==> config.mk <==
export PLATFORM = sky130hd
export DESIGN_NAME = load_store_unit_flat
export DESIGN_NICKNAME = d
export VERILOG_FILES = /design/src/rtl/load_store_unit_if.sv /design/src/rtl/load_store_unit.sv /design/src/flat_wrapper.sv
export SDC_FILE = /design/constraint.sdc
export NUM_CORES = 1
export LEC_CHECK = 0
export ABC_AREA = 1
export CORE_UTILIZATION = 40
export CTS_CLUSTER_DIAMETER = 60
export DETAILED_ROUTE_END_ITERATION = 7
export PLACE_DENSITY_LB_ADDON = 0.2
export SETUP_SLACK_MARGIN = 0.4
export SYNTH_ARGS = -nofsm -noshare
export SYNTH_HDL_FRONTEND = slang
export SYNTH_SLANG_ARGS = --single-unit
export TNS_END_PERCENT = 1
==> constraint.sdc <==
create_clock -name clk -period 4.3 [get_ports clk]
set_input_delay 1.29 -clock clk [delete_from_list [all_inputs] [get_ports clk]]
set_output_delay 1.29 -clock clk [all_outputs]
set_load 0.1 [all_outputs]
==> src/rtl/load_store_unit_if.sv <==
// Bus bundle between execute/writeback, the load/store unit and the data memory.
// The slave modport is the load/store unit's view; master is the surrounding pipeline and memory.
interface load_store_unit_if #(
   parameter int unsigned FCNT_W = 8
);
   logic              memReq;
   logic              memWe;
   logic [2:0]        funct3;
   logic [31:0]       addr;
   logic [31:0]       storeData;
   logic [31:0]       loadData;
   logic              stall;
   logic              fault;
   logic [FCNT_W-1:0] faultCount;
   logic [31:0]       lastFaultAddr;
   logic              dmemRead;
   logic              dmemWrite;
   logic [31:0]       dmemAddr;
   logic [31:0]       dmemWriteData;
   logic [31:0]       dmemReadData;

   modport slave (
      input  memReq, memWe, funct3, addr, storeData, dmemReadData,
      output loadData, stall, fault, faultCount, lastFaultAddr,
             dmemRead, dmemWrite, dmemAddr, dmemWriteData
   );

   modport master (
      output memReq, memWe, funct3, addr, storeData, dmemReadData,
      input  loadData, stall, fault, faultCount, lastFaultAddr,
             dmemRead, dmemWrite, dmemAddr, dmemWriteData
   );
endinterface

==> src/rtl/load_store_unit.sv <==
// Memory-stage front end: byte-addressed RV32 loads/stores onto a word-only data memory,
// with sub-word stores done as a two-cycle read-modify-write and fault detection/counting.
module load_store_unit #(
   parameter int unsigned DEPTH  = 512,
   parameter int unsigned FCNT_W = 8
) (
   input  logic             clk,
   input  logic             rst_n,
   load_store_unit_if.slave bus
);
   typedef enum logic {
      IDLE = 1'b0,
      RMW  = 1'b1
   } state_e;

   localparam logic [2:0] F3_B  = 3'b000;
   localparam logic [2:0] F3_H  = 3'b001;
   localparam logic [2:0] F3_W  = 3'b010;
   localparam logic [2:0] F3_BU = 3'b100;
   localparam logic [2:0] F3_HU = 3'b101;

   state_e            state_q;
   logic [31:0]       merge_q;
   logic [31:0]       merge_d;
   logic [FCNT_W-1:0] fcnt_q;
   logic [31:0]       last_fault_q;

   logic        req_idle;
   logic        is_half;
   logic        is_word;
   logic        misaligned;
   logic        out_of_range;
   logic        bad_funct3;
   logic        fault;
   logic        do_load;
   logic        do_sw;
   logic        do_subword;
   logic [7:0]  lane_byte;
   logic [15:0] lane_half;
   logic [31:0] load_ext;

   // Requests are only decoded in IDLE; the RMW cycle ignores whatever sits on the inputs.
   assign req_idle     = (state_q == IDLE) && bus.memReq;
   assign is_half      = (bus.funct3 == F3_H) || (bus.funct3 == F3_HU);
   assign is_word      = (bus.funct3 == F3_W);
   assign misaligned   = (is_half && bus.addr[0]) || (is_word && (bus.addr[1:0] != 2'b00));
   assign out_of_range = {2'b00, bus.addr[31:2]} >= 32'(DEPTH);

   always_comb begin
      if (bus.memWe) begin
         bad_funct3 = !(bus.funct3 inside {F3_B, F3_H, F3_W});
      end else begin
         bad_funct3 = !(bus.funct3 inside {F3_B, F3_H, F3_W, F3_BU, F3_HU});
      end
   end

   assign fault      = req_idle && (misaligned || out_of_range || bad_funct3);
   assign do_load    = req_idle && !fault && !bus.memWe;
   assign do_sw      = req_idle && !fault && bus.memWe && is_word;
   assign do_subword = req_idle && !fault && bus.memWe && !is_word;

   assign lane_byte = bus.dmemReadData[{bus.addr[1:0], 3'b000} +: 8];
   assign lane_half = bus.dmemReadData[{bus.addr[1], 4'b0000} +: 16];

   // NOTE: every always_comb output gets a default first so no path can infer a latch.
   always_comb begin
      load_ext = bus.dmemReadData;
      case (bus.funct3)
         F3_B:    load_ext = {{24{lane_byte[7]}}, lane_byte};
         F3_BU:   load_ext = {24'h0, lane_byte};
         F3_H:    load_ext = {{16{lane_half[15]}}, lane_half};
         F3_HU:   load_ext = {16'h0, lane_half};
         default: load_ext = bus.dmemReadData;
      endcase
   end

   always_comb begin
      merge_d = bus.dmemReadData;
      if (bus.funct3 == F3_H) begin
         merge_d[{bus.addr[1], 4'b0000} +: 16] = bus.storeData[15:0];
      end else begin
         merge_d[{bus.addr[1:0], 3'b000} +: 8] = bus.storeData[7:0];
      end
   end

   assign bus.loadData      = do_load ? load_ext : 32'h0;
   assign bus.stall         = do_subword;
   assign bus.fault         = fault;
   assign bus.dmemRead      = do_load || do_subword;
   assign bus.dmemWrite     = do_sw || (state_q == RMW);
   assign bus.dmemAddr      = {2'b00, bus.addr[31:2]};
   assign bus.dmemWriteData = (state_q == RMW) ? merge_q : bus.storeData;
   assign bus.faultCount    = fcnt_q;
   assign bus.lastFaultAddr = last_fault_q;

   // NOTE: sequential state uses non-blocking assignments only; the merge word is a plain
   // register (not a memory), so it is reset along with the rest of the state.
   always_ff @(posedge clk or negedge rst_n) begin
      if (!rst_n) begin
         state_q      <= IDLE;
         merge_q      <= 32'h0;
         fcnt_q       <= '0;
         last_fault_q <= 32'h0;
      end else begin
         case (state_q)
            IDLE: begin
               if (do_subword) begin
                  merge_q <= merge_d;
                  state_q <= RMW;
               end
            end
            RMW:     state_q <= IDLE;
            default: state_q <= IDLE;
         endcase
         if (fault) begin
            last_fault_q <= bus.addr;
            if (fcnt_q != '1) begin
               fcnt_q <= fcnt_q + FCNT_W'(1);
            end
         end
      end
   end
endmodule

==> src/flat_wrapper.sv <==
// flat-port wrapper written by rule: the top's interface ports become plain ports
module load_store_unit_flat 
#(
   parameter int unsigned DEPTH  = 512,
   parameter int unsigned FCNT_W = 8
)
  (clk, rst_n, bus_memReq, bus_memWe, bus_funct3, bus_addr, bus_storeData, bus_dmemReadData, bus_loadData, bus_stall, bus_fault, bus_faultCount, bus_lastFaultAddr, bus_dmemRead, bus_dmemWrite, bus_dmemAddr, bus_dmemWriteData);
  load_store_unit_if #(.FCNT_W(FCNT_W)) bus_i ();
  input  logic clk;
  input  logic rst_n;
  input wire logic [$bits(bus_i.memReq)-1:0] bus_memReq;
  input wire logic [$bits(bus_i.memWe)-1:0] bus_memWe;
  input wire logic [$bits(bus_i.funct3)-1:0] bus_funct3;
  input wire logic [$bits(bus_i.addr)-1:0] bus_addr;
  input wire logic [$bits(bus_i.storeData)-1:0] bus_storeData;
  input wire logic [$bits(bus_i.dmemReadData)-1:0] bus_dmemReadData;
  output wire logic [$bits(bus_i.loadData)-1:0] bus_loadData;
  output wire logic [$bits(bus_i.stall)-1:0] bus_stall;
  output wire logic [$bits(bus_i.fault)-1:0] bus_fault;
  output wire logic [$bits(bus_i.faultCount)-1:0] bus_faultCount;
  output wire logic [$bits(bus_i.lastFaultAddr)-1:0] bus_lastFaultAddr;
  output wire logic [$bits(bus_i.dmemRead)-1:0] bus_dmemRead;
  output wire logic [$bits(bus_i.dmemWrite)-1:0] bus_dmemWrite;
  output wire logic [$bits(bus_i.dmemAddr)-1:0] bus_dmemAddr;
  output wire logic [$bits(bus_i.dmemWriteData)-1:0] bus_dmemWriteData;
  assign bus_i.memReq = bus_memReq;
  assign bus_i.memWe = bus_memWe;
  assign bus_i.funct3 = bus_funct3;
  assign bus_i.addr = bus_addr;
  assign bus_i.storeData = bus_storeData;
  assign bus_i.dmemReadData = bus_dmemReadData;
  assign bus_loadData = bus_i.loadData;
  assign bus_stall = bus_i.stall;
  assign bus_fault = bus_i.fault;
  assign bus_faultCount = bus_i.faultCount;
  assign bus_lastFaultAddr = bus_i.lastFaultAddr;
  assign bus_dmemRead = bus_i.dmemRead;
  assign bus_dmemWrite = bus_i.dmemWrite;
  assign bus_dmemAddr = bus_i.dmemAddr;
  assign bus_dmemWriteData = bus_i.dmemWriteData;
  load_store_unit #(.DEPTH(DEPTH), .FCNT_W(FCNT_W)) u_core (.clk(clk), .rst_n(rst_n), .bus(bus_i));
endmodule
### Word-level counts from Yosys, hierarchy flattened

Index checks and enable logic that the tools add are counted.

* bits in registers: 73
* input port bits: 103
* output and inout port bits: 140
* word-level logic and storage cells: 55

* add/sub/neg operators: 3
* order comparisons: 1
* equality and inequality tests: 5
* shifts and indexed selects: 6
* muxes and demuxes: 9
* bitwise operators: 1
* reduce and logical (&&, ||, !) cells: 26

Operators with widths (number)
* $pmux W32 S4: 1
* $mux W32: 3
* $bwmux W32: 2
* $shift A16 B7 Y32 const A: 1
* $shift A8 B7 Y32 const A: 1
* $shiftx A16 B7 Y32: 1
* $shiftx A32 B6 Y16: 1
* $shiftx A32 B6 Y8: 1
* $shiftx A8 B7 Y32: 1
* $ge A30 B10 Y1 const B: 1
* $neg A5 Y7: 2
* $logic_and A1 B1 Y1: 9
* $add A8 B1 Y8 const B: 1
* $ne A8 B8 Y1 const B: 1
* $eq A3 B3 Y1 const B: 2
* $logic_or A1 B1 Y1: 6
* $logic_not A1 Y1: 5
* $reduce_bool A5 Y1: 1
* $reduce_and A2 Y1: 2
* $eq A3 B1 Y1 const B: 1
* $eq A3 B2 Y1 const B: 1
* $logic_not A3 Y1: 1
* $reduce_bool A3 Y1: 1
* $mux W1: 2
* 3 further kinds: 3

### Longest topological paths before layout

Gate-level depths: netlist of the first run.

* depth after elaboration: 13
* gate-level depth with buffers: 15
* mapped depth without buffers: 11

### Worst setup path after synthesis of the first run

No wires, ideal clock.

* kind: input-to-output
* start: input bus_addr[1]
* end: output bus_loadData[0]
* data arrival time: 5.038 ns
* required time: 3.010 ns
* slack: -2.028 ns
* stages: 11
* path buffers: 3
* cells stage by stage: buf_2 -> inv_2 -> clkbuf_1 -> ha_1 -> buf_4 -> inv_2 -> nand3_1 -> nand3_2 -> nor3_4 -> nand2_2 -> nor3_1

* cells in the longest elaborated chain, start to end: 10
* elaborated cells on any way between the ends: 13
* classes of those cells: shift (2); mux (2); reduce/logical (9)

Ends and longest elaborated chain
* start, declared: line flat_wrapper.sv:14 `input wire logic [$bits(bus_i.addr)-1:0] bus_addr;`
* parallel branches: the longest is 9 deep, another holds $shiftx A32 B6 Y16
* $mux W32 *: line load_store_unit.sv:86 `assign bus.loadData = do_load ? load_ext : 32'h0;`
* end, declared: line flat_wrapper.sv:17 `output wire logic [$bits(bus_i.loadData)-1:0] bus_loadData;`

Mark *: on every way between the ends.

### Final worst setup path of the first run

* start: input bus_addr[27]
* end: register u_core.last_fault_q[27], in the netlist u_core.bus.lastFaultAddr[27]

* cells in the longest elaborated chain, start to end: 4

Ends and longest elaborated chain
* $ge A30 B10 Y1: line load_store_unit.sv:47 `assign out_of_range = {2'b00, bus.addr[31:2]} >= 32'(DEPTH);`
* $logic_or A1 B1 Y1 (2 in series): line load_store_unit.sv:57 `assign fault = req_idle && (misaligned || out_of_range || bad_funct3);`
* $logic_and A1 B1 Y1: line load_store_unit.sv:57
* end signal, assigned: line load_store_unit.sv:116 `last_fault_q <= bus.addr;`
* end, declared: line load_store_unit.sv:26 `logic [31:0] last_fault_q;`

Parallel ways exist; a longest one is shown, timed or not.
A chain may end at the register's enable or synchronous reset.

==> metrics.txt, run 1 <==
Slew Viols, Final=0; fillers=~1100; final instance area=about 10000 um2; All-Layer GR Usage=0.318; Worst path max stage delay=0.13 ns; Hold Crit Class=register to register; largest net degree at the start of global routing=between 70 and 80; initial antenna violation count=0; leakage=approximately 5 nW; final worst path period need=about 4.1 ns; asr flop ratio synth=1.00; first-pass GRT wire length=36400 um; Die Wd=about 120 um; synthesis-to-layout area growth=77.4%; VDD IR max=approximately 0.19 mV; Finish-stage setup viols=0; Crit-path slowest cell=buf_4; total gr overflow=0; hpwl dp=~17000 um; Tcrit/Tclk final=0.953; DRT Pass-1 Iters=5; Port Buffers=240; Sequential Area=~1800 um2; drt wl/cell=~17 um; Final Power=a little under 3 mW; vias in the first global route=~7000; Rows=43; Yosys reg bits=73; placed insts=1342; Post-DP Area=9350 um2; initial core utilization=0.413; PD cells=~290 nW/um2; post-synthesis cell type count=35; DP Worst Slack=-0.271 ns; Layout Skew=0.0125 ns; area of the core=roughly 14000 um2; YS warnings=0; H-tree depth=3; CTS clk-pin slew, worst paths=about 0.06 ns; Post-synth EDFFs=0; Final Instance Count excl. Fillers=about 1400; Final GP Congestion=around 0.96; final setup margin=~0.20 ns; Worst-Margin Slew=between 1 and 1.5 ns; register area share after synthesis=0.317; netlist area before placement=5760 um2; final WL=~24000 um; data arrival time of the critical path=about 4.4 ns; status=completed; RSZ-0062 raised after global routing=yes; max-cap violation count=0; Mapped Avg Cell Area=between 6 and 7 um2; antenna-violating nets left=0; layout cells sized above 1=0.276; Top Ports=around 240; Root Driver=clkbuf_16; Final #Nets=around 1300; maximum clock rate=between 0.2 and 0.25 GHz; via count=between 7000 and 8000; Num CTS Buffers=9; worst skew pair latency=0.34 ns; Iter 0 DRT Violations=slightly above 600; Max FO, Critical Path=2; Die Ht=122 um; die area=14900 um2; Gate Count Post-Synth=930; Most common cell on crit path=buf_4; commonest non-fill, non-tap cells in the layout=nand2_1 (364), buf_4 (131), clkdlybuf4s50_1 (109), buf_12 (74), dfrtp_1 (73); # clock sinks=73; Top FF cell, synth=dfrtp_1; R2R setup slack=2.16 ns; Fin. Hold Viols=0; Worst setup SP type=input port; WS Path Type=input port to register; Max Root-Sink Buffers=2; Setup crit end kind=register; area of the multi-input gates=around 3600 um2; Fin Hold WS=0.479 ns; antenna cell count=0; post-DR vias/cell=between 5 and 6; CTS tree=done; DRC Markers=0; Rel. slew slack=0.318; most common cell after layout, fill and taps aside=nand2_1; Req. time, crit path=4.57 ns
[per-stage QoR]
step	utilization	TNS (ns)
3_3_place_gp	0.671	-7.95
4_1_cts	0.722	0
6_report	0.733	0
2_1_floorplan	-	-21.78
5_1_grt	0.733	0
3_5_place_dp	0.671	-8.08
[timing repair]
action / CTS / global route
setup buffers: 30 / 1
resized for setup: 162 / 35
hold buffers: 0 / 0
setup endpoints to repair: 36 / 37
gates cloned: 1 / 1
pin swaps: 31 / 13
[state kept, by name (all words and copies together), names as in the netlist]
name,count
u_core.bus.faultCount,8
u_core.bus.lastFaultAddr,32
u_core.merge_q,32
u_core.state_q,1
[routing by layer]
metal  wire (um)  vias to the layer above  GRT usage
met5           0                        -          0
met4        1150                        0      0.162
met3        1820                       82     0.0548
met2       11800                      366      0.562
met1        8970                     3366      0.367
li1            -                     3526          -
[cell usage after synthesis (16+ instances only)]
cell      count  area [um2]
a21oi_1      21         105
nand4_1      48         300
buf_4        34         255
dfrtp_1      73        1830
nor2_1      101         379
a31oi_1      16         100
nand3_1      23         115
nand2_1     370        1390
buf_2        18        90.1
o21ai_0      65         325
inv_1        58         218
clkbuf_1     31         116
[cell type report]
class / instances / area share
Timing Repair Buffer: 352 / 0.387
Inverter: 65 / 0.0258
Clock inverter: 7 / 0.00980
Tap cell: 180 / 0.0221
Clock buffer: 9 / 0.0221
Multi-Input combinational cell: 705 / 0.354
Sequential cell: 73 / 0.179
[worst max-delay path: cells and delay by family]
family                 cells  cell delay [ns]
buffers and inverters     25             2.96
AO/OA/AOI/OAI              1             0.10
[worst paths after layout]
path	startpoint	to	cells after the start
max	bus_addr[27]	u_core.bus.lastFaultAddr[27]$_DFFE_PN0P_	26
min	u_core.merge_q[20]$_DFFE_PN0P_	u_core.merge_q[20]$_DFFE_PN0P_	2
max reg2reg	u_core.state_q$_DFF_PN0_	u_core.bus.lastFaultAddr[23]$_DFFE_PN0P_	8
min reg2reg	u_core.merge_q[20]$_DFFE_PN0P_	u_core.merge_q[20]$_DFFE_PN0P_	2
max in group asynchronous	rst_n	u_core.merge_q[31]$_DFFE_PN0P_	1
min in group asynchronous	rst_n	u_core.bus.faultCount[2]$_DFFE_PN0P_	1
[cells by family after synthesis]
family,after synthesis,share of synthesized area
other,1,0.000651
XOR/XNOR,6,0.00913
AO/OA/AOI/OAI,123,0.118
AND/OR/NAND/NOR,568,0.413
buffers and inverters,153,0.128
adder cells (fa/ha/maj),6,0.0130
flip-flops,73,0.317
[report_power, final]
part	leakage, nW	internal [mW]	switching [mW]
Sequential	0.956	0.733	0.0432
Clock	0.161	0.514	0.308
Combinational	3.91	0.398	0.937
Total	5.03	1.65	1.29
(Power assumes the default switching activity.)
==> run 2, diff against run 1 <==
ABC_CLOCK_PERIOD_IN_PS = 4300   (was default)
CTS_BUF_LIST = sky130_fd_sc_hd__clkbuf_8   (was default)
SETUP_SLACK_MARGIN = 0.3   (was 0.4)
==> run 2 against run 1 <==
Net effect:
- count of clock-buffer cells in the layout is the same
- sequential power is essentially flat
- clock power is 25% lower
- global-route usage up 0.45 points
==> metrics.txt, run 2 (synthesized netlist as in run 1, its figures left out) <==
status=completed; Hold Buf Count CTS=0 (unchanged); Num CTS Buffers=9 (unchanged); leakage=5.00 nW (-0.50%); max-cap violation count=0 (unchanged); vias in the first global route=6979 (-0.47%); initial core utilization=0.413 (unchanged); final worst path period need=4.08 ns (-0.0112 ns); data arrival time of the critical path=4.38 ns (+0.02 ns); final instance area=10200 um2 (-0.59%); antenna-violating nets left=0 (unchanged); worst skew pair latency=0.36 ns (+0.02 ns); setup tns final=0 ns (unchanged); DRT Pass-1 Iters=5 (unchanged); Root Driver=clkbuf_8; Setup crit end kind=register; DRC Markers=0 (unchanged); final WL=23800 um (+0.32%); VDD IR max=0.160 mV (-15%); Rows=43 (unchanged); Worst setup SP type=input port; Final Power=2.74 mW (-6.8%); placed insts=1342 (unchanged); # clock sinks=73 (unchanged); DP Worst Slack=-0.271 ns (unchanged); largest net degree at the start of global routing=74 (unchanged); via count=7294 (-0.63%); commonest non-fill, non-tap cells in the layout=nand2_1 (364), buf_4 (125), clkdlybuf4s50_1 (109), buf_12 (74), dfrtp_1 (73); Finish-stage setup viols=0 (unchanged); WS Path Type=input port to register; PD cells=269 nW/um2 (-6.2%); Post-DP Area=9350 um2 (unchanged); Die Wd=122 um (unchanged); Max FO, Critical Path=2 (unchanged); area of the core=13900 um2 (unchanged); Final Instance Count excl. Fillers=1392 (+0.072%); Final GP Congestion=0.963 (unchanged); Tcrit/Tclk final=0.950 (-0.00261); post-DR vias/cell=5.24 (-0.70%); hpwl dp=17100 um (unchanged); Die Ht=122 um (unchanged); die area=14900 um2 (unchanged); antenna cell count=0 (unchanged); Worst-Margin Slew=1.02 ns (-0.00117 ns); Top Ports=243 (unchanged); Hold Crit Class=register to register; Iter 0 DRT Violations=476 (-22%); initial antenna violation count=0 (unchanged); synthesis-to-layout area growth=76.4%; Layout Skew=0.0156 ns (+0.00309 ns); Req. time, crit path=4.60 ns (+0.03 ns); RSZ-0062 raised after global routing=yes; CTS clk-pin slew, worst paths=0.09 ns (+0.03 ns); final setup margin=0.215 ns (+0.0112 ns); Port Buffers=240 (unchanged); Rel. slew slack=0.319 (+0.000781); CTS tree=done; Slew Viols, Final=0 (unchanged); drt wl/cell=17.1 um (+0.25%); total gr overflow=0 (unchanged); All-Layer GR Usage=0.323 (+0.00452); first-pass GRT wire length=36700 um (+0.95%); most common cell after layout, fill and taps aside=nand2_1; Max Root-Sink Buffers=2 (unchanged); layout cells sized above 1=0.276 (+0.000598); Fin. Hold Viols=0 (unchanged); Final #Nets=1316 (+0.076%); H-tree depth=3 (unchanged); maximum clock rate=0.245 GHz (+0.27%)
-- run 2: area by class of cell --
class,count,area [um2]
repair buffers,353,4000
fillers,1121,3780
multi-input cells,705,3610
flip-flops and latches,73,1830
inverters,65,264
well taps,180,225
clock buffers,9,124
clock inverters,7,100
-- run 2: final timing paths --
check | start | endpoint | slack [ns] | cells after the start
setup / recovery | bus_addr[27] | u_core.bus.lastFaultAddr[27]$_DFFE_PN0P_ | 0.22 | 27
hold / removal | u_core.merge_q[15]$_DFFE_PN0P_ | u_core.merge_q[15]$_DFFE_PN0P_ | 0.48 | 2
setup reg to reg | u_core.state_q$_DFF_PN0_ | u_core.bus.lastFaultAddr[28]$_DFFE_PN0P_ | 2.23 | 8
hold reg to reg | u_core.merge_q[15]$_DFFE_PN0P_ | u_core.merge_q[15]$_DFFE_PN0P_ | 0.48 | 2
max in group asynchronous | rst_n | u_core.merge_q[22]$_DFFE_PN0P_ | 2.65 | 1
min in group asynchronous | rst_n | u_core.bus.faultCount[2]$_DFFE_PN0P_ | 1.05 | 1
-- run 2: worst max-delay path, cell delays in order --
cell and delay, ns:
buf_8 0.09, inv_4 0.04, buf_6 0.11, buf_6 0.11, buf_6 0.11, buf_4 0.12
buf_4 0.12, buf_4 0.12, buf_4 0.12, buf_4 0.12, buf_4 0.13, buf_6 0.11
buf_6 0.11, buf_4 0.13, buf_4 0.13, buf_4 0.13, buf_4 0.12, buf_4 0.13
buf_6 0.11, buf_4 0.12, buf_4 0.12, buf_4 0.12, buf_4 0.12, buf_4 0.12
buf_6 0.11, buf_4 0.12, o21ai_2 0.10
-- run 2: through the flow --
step / utilization / hold WS, ns
4_1_cts: 0.718 / 0.485
6_report: 0.729 / 0.483
2_1_floorplan: - / 0.450
5_1_grt: 0.729 / 0.506
3_5_place_dp: 0.671 / 0.464
3_3_place_gp: 0.671 / 0.462
-- run 2: timing repair --
action	4_1_cts	5_1_grt
gates resized for setup	164	42
setup endpoints to repair	36	37
pin swaps	31	14
endpoints found under the hold margin	0	0
setup buffers	31	1
cloned	2	0
-- run 2: metal layers --
metal / part of all wire / up-vias / wire, um / global-route usage
met5: 0 / - / 0 / 0
met3: 0.069 / 86 / 1650 / 0.0609
met4: 0.054 / 0 / 1280 / 0.167
met2: 0.50 / 321 / 11900 / 0.566
met1: 0.38 / 3351 / 8990 / 0.371
li1: - / 3536 / - / -
-- run 2: power breakdown --
part	switching, mW	internal [mW]
clock	0.287	0.333
sequential	0.0439	0.732
combinational	0.938	0.402
total	1.27	1.47
==> run 3, diff against run 2 <==
CORE_MARGIN = 8   (was default)
RECOVER_POWER = 25   (was default)
SLEW_MARGIN = 20   (was default)
==> run 3 against run 2 <==
Net effect:
- the flow now finishes with violations (max-capacitance violations, max-slew violations)
- total power is 2.8% lower
- fmax is 2.8% lower
- flip-flop and latch count stayed put
- clock skew is 0.00067 ns lower
- largest cell class unchanged
- count of clock-buffer cells in the layout is 1 higher
- first-iteration DRC count is 58% higher
- global-route usage is 5.9 points lower
- critical path depth is 16 lower
- final cell count is 0.43% higher
- cell area is 1.1% lower
==> metrics.txt, run 3 (synthesized netlist as in run 1, its figures left out) <==
RSZ-0062 raised after global routing=yes; total gr overflow=0 (unchanged); data arrival time of the critical path=2.91 ns (-1.47 ns); max-cap violation count=1 (+1); Max FO, Critical Path=7 (+5); DP Worst Slack=-0.295 ns (-0.0241 ns); combinational share of power=0.499 (+0.009); vias in the first global route=7012 (+0.47%); initial antenna violation count=0 (unchanged); Final #Nets=1318 (+0.15%); final worst path period need=4.20 ns (+0.117 ns); Slew Viols, Final=74 (+74); Hold Crit Class=register to register; Worst setup SP type=input port; Num CTS Buffers=9 (unchanged); Worst-Margin Slew=1.92 ns (+0.902 ns); Final Power=2.66 mW (-2.8%); switching power=1.26 mW (-1.0%); Root Driver=clkbuf_8; DRT Pass-1 Iters=5 (unchanged); Sequential Power Share=0.291 (+0.007); post-DR vias/cell=5.28 (+0.69%); area of the multi-input gates=3600 um2 (-0.28%); Finish-stage setup viols=0 (unchanged); layout cells sized above 1=0.277 (+0.000368); Die Ht=136 um (+11%); Final GP Congestion=0.971 (+0.82%); Layout Skew=0.0149 ns (-0.000671 ns); placed insts=1346 (+0.30%); CTS tree=done; internal power=1.40 mW (-4.4%); DRC Markers=0 (unchanged); Setup crit end kind=primary output; maximum clock rate=0.238 GHz (-2.8%); synthesis-to-layout area growth=74.4%; most common cell after layout, fill and taps aside=nand2_1; via count=7376 (+1.1%); Rows=44 (+2.3%); Port Buffers=240 (unchanged); cell breakdown of the critical path=buf_2 > nor2_1 > nand2_2 > nor2_4 > nand3_4 > nor3_4 > buf_6 > nand3_4 > buf_16 > nor2_4 > buf_12; Fin Hold WS=0.482 ns (-0.000828 ns); status=finished, violations left; CTS clk-pin slew, worst paths=0.08 ns (about the same); WS Path Type=input port to primary output; Final Instance Count excl. Fillers=1398 (+0.43%); Max Root-Sink Buffers=2 (unchanged); Top Ports=243 (unchanged); H-tree depth=3 (unchanged); Crit-path slowest cell=nor3_4; hpwl dp=18500 um (+8.2%); Iter 0 DRT Violations=750 (+58%); Worst path max stage delay=0.22 ns (+0.09 ns); PD cells=265 nW/um2 (-1.7%); Sequential Area=1830 um2 (unchanged); final instance area=10000 um2 (-1.1%); final WL=25300 um (+6.1%); # clock sinks=73 (unchanged); drt wl/cell=18.1 um (+5.7%); worst skew pair latency=0.37 ns (about the same); final setup margin=0.0982 ns (-0.117 ns); antenna-violating nets left=0 (unchanged); VDD IR max=0.147 mV (-8.2%); switching share of power=0.472 (+0.00853); area of the core=14300 um2 (+2.7%); Req. time, crit path=3.01 ns (-1.59 ns); Rel. slew slack=-0.281 (-0.599); initial core utilization=0.402 (-0.0109); Clk pwr share=0.210 (-0.017); All-Layer GR Usage=0.264 (-0.0593); antenna cell count=0 (unchanged); Fin. Hold Viols=0 (unchanged); failing checks=max-capacitance violations, max-slew violations; die area=18500 um2 (+24%); Post-DP Area=9310 um2 (-0.35%); leakage=4.95 nW (-0.94%); Tcrit/Tclk final=0.977 (+0.0272); first-pass GRT wire length=38200 um (+4.1%); Hold Buf Count CTS=0 (unchanged); fillers=1139 (+1.6%); Die Wd=136 um (+11%); largest net degree at the start of global routing=74 (unchanged); commonest non-fill, non-tap cells in the layout=nand2_1 (363), buf_4 (135), clkdlybuf4s50_1 (109), dfrtp_1 (73), buf_12 (71)
==> run 3: cell count changes in the layout (fill, tap and decap cells not counted), moves of 2 or more <==
cell / previous run / this run
buf_12: 74 / 71
clkinv_2: 1 / 4
nor2_1: 64 / 66
buf_4: 125 / 135
inv_6: 4 / 1
buf_6: 27 / 20
bufbuf_16: 2 / 0
==> run 3: per-stage QoR <==
stage	setup TNS (ns)	utilization
floorplan	-21.78	-
global placement	-6.20	0.651
detailed placement	-7.23	0.651
CTS	0	0.691
global route	0	0.701
finish	0	0.701
==> run 3: area by class of cell <==
type / count / area share
timing repair buffer: 355 / 0.391
multi-input combinational: 705 / 0.359
sequential: 73 / 0.182
inverter: 65 / 0.0258
tap: 184 / 0.0229
clock buffer: 10 / 0.0137
clock inverter: 6 / 0.00573
==> run 3: timing repair <==
item,CTS,global route
pin swaps,28,17
endpoints found under the setup margin,36,36
gates cloned,1,0
gates resized for setup,160,35
setup buffers,30,5
==> run 3: power groups by stage <==
stage / sequential, mW / clock, mW / combinational, mW
2_1_floorplan: 1.12 / 0 / 0.516
3_3_place_gp: 0.783 / 0 / 1.27
3_5_place_dp: 0.786 / 0 / 1.28
4_1_cts: 0.772 / 0.571 / 1.30
5_1_grt: 0.780 / 0.600 / 1.38
6_report: 0.773 / 0.559 / 1.33
==> run 3: per-layer routing <==
layer	global-route usage	vias to the layer above	part of all wire	wire length (um)
met3	0.0643	71	0.088	2220
li1	-	3530	-	-
met2	0.462	392	0.50	12700
met4	0.107	0	0.040	1010
met5	0	-	0	0
met1	0.300	3383	0.37	9370
==> run 3: path summary, 6_finish.rpt <==
path | from | to | slack, ns | depth (start not counted)
hold reg to reg | u_core.bus.lastFaultAddr[8]$_DFFE_PN0P_ | u_core.bus.lastFaultAddr[8]$_DFFE_PN0P_ | 0.48 | 2
setup reg to reg | u_core.state_q$_DFF_PN0_ | u_core.bus.lastFaultAddr[31]$_DFFE_PN0P_ | 2.21 | 8
max in group asynchronous | rst_n | u_core.bus.lastFaultAddr[10]$_DFFE_PN0P_ | 1.73 | 1
min in group asynchronous | rst_n | u_core.bus.faultCount[3]$_DFFE_PN0P_ | 1.46 | 1
hold / removal | u_core.bus.lastFaultAddr[8]$_DFFE_PN0P_ | u_core.bus.lastFaultAddr[8]$_DFFE_PN0P_ | 0.48 | 2
setup / recovery | bus_addr[19] | bus_loadData[26] | 0.1 | 11
==> run 3: critical path, delay by kind of cell <==
kind                   cells  cell delay, ns
and+or+nand+nor            7            0.98
buffers and inverters      4            0.64
